**src/rtl/serial_sub_4bit.sv**
```systemverilog
// serial_sub_4bit: bit-serial two's-complement subtractor, DIFF = X - Y - B_IN.
// One full-subtractor cell plus a borrow flop, one bit per clock, LSB first.
// A START/DONE handshake lets a front-end FSM launch operations and collect results.
// Optional feature macro: SERIAL_SUB_OVF_EN adds a registered signed-overflow output V.
module serial_sub_4bit #(
  parameter int WIDTH = 4
) (
  input  logic             CLK,
  input  logic             RST_N,
  input  logic             START,
  input  logic [WIDTH-1:0] X,
  input  logic [WIDTH-1:0] Y,
  input  logic             B_IN,
  output logic             BUSY,
  output logic             DONE,
  output logic [WIDTH-1:0] DIFF,
  output logic             B_OUT
`ifdef SERIAL_SUB_OVF_EN
  ,
  output logic             V
`endif
);

  localparam int CNT_W = $clog2(WIDTH);
  localparam logic [CNT_W-1:0] LAST_BIT = CNT_W'(WIDTH - 1);

  typedef enum logic {
    IDLE  = 1'b0,
    SHIFT = 1'b1
  } state_t;

  // Full-subtractor difference bit.
  function automatic logic fs_diff(input logic a, input logic b, input logic bi);
    return a ^ b ^ bi;
  endfunction

  // Full-subtractor borrow-out: borrow when a < b + bi.
  function automatic logic fs_borrow(input logic a, input logic b, input logic bi);
    return (~a & b) | (~(a ^ b) & bi);
  endfunction

  state_t           state_q, state_d;
  logic [WIDTH-1:0] xs_q, xs_d;
  logic [WIDTH-1:0] ys_q, ys_d;
  logic [WIDTH-1:0] rs_q, rs_d;
  logic             bf_q, bf_d;
  logic [CNT_W-1:0] cnt_q, cnt_d;
  logic [WIDTH-1:0] diff_q, diff_d;
  logic             bout_q, bout_d;
  logic             done_q, done_d;
  logic             d_bit;
  logic             b_next;
`ifdef SERIAL_SUB_OVF_EN
  logic             xm_q, xm_d;
  logic             ym_q, ym_d;
  logic             v_q, v_d;
`endif

  assign d_bit  = fs_diff(xs_q[0], ys_q[0], bf_q);
  assign b_next = fs_borrow(xs_q[0], ys_q[0], bf_q);

  assign BUSY  = (state_q == SHIFT);
  assign DONE  = done_q;
  assign DIFF  = diff_q;
  assign B_OUT = bout_q;
`ifdef SERIAL_SUB_OVF_EN
  assign V     = v_q;
`endif

  // Next-state and datapath: latch operands on START, then shift one bit per clock.
  always_comb begin
    state_d = state_q;
    xs_d    = xs_q;
    ys_d    = ys_q;
    rs_d    = rs_q;
    bf_d    = bf_q;
    cnt_d   = cnt_q;
    diff_d  = diff_q;
    bout_d  = bout_q;
    done_d  = 1'b0;
`ifdef SERIAL_SUB_OVF_EN
    xm_d    = xm_q;
    ym_d    = ym_q;
    v_d     = v_q;
`endif
    case (state_q)
      IDLE: begin
        if (START) begin
          xs_d    = X;
          ys_d    = Y;
          bf_d    = B_IN;
          cnt_d   = '0;
          state_d = SHIFT;
`ifdef SERIAL_SUB_OVF_EN
          // Operand sign bits survive here because xs/ys are consumed by shifting.
          xm_d    = X[WIDTH-1];
          ym_d    = Y[WIDTH-1];
`endif
        end
      end
      SHIFT: begin
        xs_d  = {1'b0, xs_q[WIDTH-1:1]};
        ys_d  = {1'b0, ys_q[WIDTH-1:1]};
        rs_d  = {d_bit, rs_q[WIDTH-1:1]};
        bf_d  = b_next;
        cnt_d = cnt_q + 1'b1;
        if (cnt_q == LAST_BIT) begin
          // Last bit: rs_d already holds the full difference.
          diff_d  = rs_d;
          bout_d  = b_next;
          done_d  = 1'b1;
          cnt_d   = '0;
          state_d = IDLE;
`ifdef SERIAL_SUB_OVF_EN
          v_d     = (xm_q ^ ym_q) & (d_bit ^ xm_q);
`endif
        end
      end
      default: state_d = IDLE;
    endcase
  end

  // State and datapath registers; reset clears everything and aborts any operation.
  always_ff @(posedge CLK or negedge RST_N) begin
    if (!RST_N) begin
      state_q <= IDLE;
      xs_q    <= '0;
      ys_q    <= '0;
      rs_q    <= '0;
      bf_q    <= 1'b0;
      cnt_q   <= '0;
      diff_q  <= '0;
      bout_q  <= 1'b0;
      done_q  <= 1'b0;
`ifdef SERIAL_SUB_OVF_EN
      xm_q    <= 1'b0;
      ym_q    <= 1'b0;
      v_q     <= 1'b0;
`endif
    end else begin
      state_q <= state_d;
      xs_q    <= xs_d;
      ys_q    <= ys_d;
      rs_q    <= rs_d;
      bf_q    <= bf_d;
      cnt_q   <= cnt_d;
      diff_q  <= diff_d;
      bout_q  <= bout_d;
      done_q  <= done_d;
`ifdef SERIAL_SUB_OVF_EN
      xm_q    <= xm_d;
      ym_q    <= ym_d;
      v_q     <= v_d;
`endif
    end
  end

endmodule
```
**config.mk**
```make
export PLATFORM = sky130hd
export DESIGN_NAME = serial_sub_4bit
export DESIGN_NICKNAME = d
export VERILOG_FILES = /design/src/rtl/serial_sub_4bit.sv
export SDC_FILE = /design/constraint.sdc
export NUM_CORES = 1
export LEC_CHECK = 0
export CORE_MARGIN = 5
export CORE_UTILIZATION = 40
export DETAILED_ROUTE_END_ITERATION = 10
export HOLD_SLACK_MARGIN = 0.1
export PLACE_DENSITY = 0.61
export SYNTH_ARGS = -nofsm -noshare
export SYNTH_HDL_FRONTEND = slang
export SYNTH_SLANG_ARGS = --single-unit
```
**constraint.sdc**
```tcl
create_clock -name CLK -period 1.7 [get_ports CLK]
set_input_delay 0.51 -clock CLK [delete_from_list [all_inputs] [get_ports CLK]]
set_output_delay 0.51 -clock CLK [all_outputs]
set_load 0.005 [all_outputs]
```
==> metrics.txt <==
Mapped Cells=70; H-tree levels=1; leakage=0.643 nW; Finished Cell Area=0.00120 mm2; TritonCTS buffer count=3; final setup TNS=0 ns; Core Rows=17; first-pass GRT wire length=between 2 and 2.5 mm; Clock Path Buffers=2; initial DRC count=0; Port Buf Inserts=18; via/cell ratio=around 4.7; via count=between 500 and 600; cell-by-cell trace of the critical path=clkdlybuf4s50_1; IO Count=19; Fin. Hold Viols=0; Area Overhead vs Synth=28.3%; Worst-Skew Late Latency=0.31 ns; critical path data arrival time=approximately 1.1 ns; Synth Warn #=0; CTS clk-pin slew, worst paths=around 0.12 ns; WL final=1.43 mm; Final setup viols=0; synth unique cells=17; Mean Syn Cell Area=13.4 um2; First-pass DRT Iterations=1; Final period util=between 90% and 100%; total gr overflow=0; post-synthesis sequential area ratio=a little under three fifths; most common cell after layout, fill and taps aside=dfrtp_1; placed inst area=0.00114 mm2; CP top delay family=buffers and inverters; Post-Syn Area=937 um2; footprint of the multi-input gates=~350 um2; pwr/cell area=roughly 1500 mW/mm2; Final #Nets=108; Max Slew Vio Count=0; Register Area=526 um2; drc violations=0; initial antenna violation count=0; crit start category=flop; share of cells above drive strength 1=a little under a fifth; crit-path max FO=1; RePlAce Congestion=between 0.6 and 0.7; DP Wirelength=1.00 mm; Initial Util=roughly two fifths; clock skew=0.00823 ns; n_diodes=0; chip width=58.4 um; worst path bufs/invs=1; die area=0.00341 mm2; Hold WC Path Type=reg -> reg; RSZ-0062 raised after global routing=false; Routed wire per std cell=~12 um; Worst path slowest cell=clkdlybuf4s50_1; Setup Crit Path Kind=reg -> out; max-cap violation count=0; Core ar.=0.00223 mm2; post-synthesis net count=84; vias in the first global route=515; Die Y=58.4 um; Largest stage delay, worst path=just under 0.5 ns; status=complete, no violations; FF+latch count, synth=21; Worst-Margin Slew=0.266 ns; critical path endpoint category=primary output; CTS tree=yes; Rel. slew slack=82.2%; Hold-fix buffers, CTS=0; Peak VDD IR=0.000930 V; clock root cell=clkbuf_4; clk sinks=21; f_max=between 600 and 700 MHz; most frequent cells in the layout=21 x dfrtp_1, 13 x mux2i_1, 12 x clkdlybuf4s50_1; fill count=204; Post-DRT Antenna Nets=0; crit path time final=1.64 ns; CP Data Required Time=1.19 ns; gr usage total=9.03%; final core occ=53.8%; largest net degree at the start of global routing=24
routing by layer:
| layer | routed length [um] | global-route usage [%] | vias to the layer above | part of all wire (%) |
|---|---|---|---|---|
| met5 | 0 | 0 | - | 0 |
| met4 | 10 | 2.98 | 0 | 0.70 |
| met3 | 153 | 5.26 | 3 | 11 |
| met2 | 655 | 14.5 | 17 | 46 |
| met1 | 607 | 9.97 | 268 | 43 |
| li1 | - | - | 282 | - |
power by group:
| group | total, mW | switching, mW | internal (mW) |
|---|---|---|---|
| clock network | 0.238 | 0.150 | 0.0879 |
| registers | 0.831 | 0.114 | 0.717 |
| logic | 0.784 | 0.294 | 0.490 |
metrics by stage:
stage	std cells	setup WS (ns)	hold WS, ns	power [mW]
2_1_floorplan	70	0.456	0.214	1.38
3_3_place_gp	115	0.138	0.474	1.61
3_5_place_dp	115	0.127	0.474	1.64
4_1_cts	119	0.000469	0.509	1.88
5_1_grt	121	0.00221	0.526	2.02
6_report	121	0.0644	0.497	1.85
cell usage after synthesis (all sizes together):
cell | n | area share (%)
buf | 4 | 4.5
a22o | 1 | 0.93
nor2 | 3 | 1.2
dfrtp | 21 | 56
nand2b | 1 | 0.67
inv | 5 | 2.0
ha | 1 | 1.3
mux2 | 7 | 10
fa | 1 | 2.1
nand2 | 7 | 3.6
mux2i | 13 | 14
o21ai | 6 | 3.2
sequential cells by signal, indices dropped and copies added (netlist names), 2 cells and up:
signal	flops
ys_q	4
xs_q	4
cnt_q	2
rs_q	3
DIFF	4
cell families (layout without fill, tap and decap cells):
family	Yosys count	in the layout	synth area share (%)
adders and majority gates	2	2	3.47
DFF	21	21	56.1
and+or+nand+nor	11	11	5.47
muxes	20	20	24.3
buffers and inverters	9	32	6.54
AOI/OAI and AO/OA	7	7	4.14
worst paths after layout:
| check | cells past startpoint | from | slack, ns | endpoint |
|---|---|---|---|---|
| min reg2reg | 1 | cnt_q[0] | 0.50 | cnt_q[0] |
| max reg2reg | 2 | xs_q[0] | 0.40 | DIFF[3] |
| max | 1 | DONE | 0.06 | DONE |
| max in group asynchronous | 2 | RST_N | 0.96 | cnt_q[1] |
| min | 1 | cnt_q[0] | 0.50 | cnt_q[0] |
| min in group asynchronous | 2 | RST_N | 0.52 | bf_q |
what timing repair did:
action                     in CTS  in global routing
gates resized for setup         0                  6
setup endpoints to repair       0                  6
setup buffers                   0                  2
area by class of cell:
class,instances,area share [%]
clock buffers,3,1.87
well taps,28,2.91
clock inverters,1,0.416
repair buffers,23,20.4
inverters,5,1.56
multi-input cells,40,29.1
flip-flops and latches,21,43.7
No activity file was read; power rests on OpenSTA's default activity.
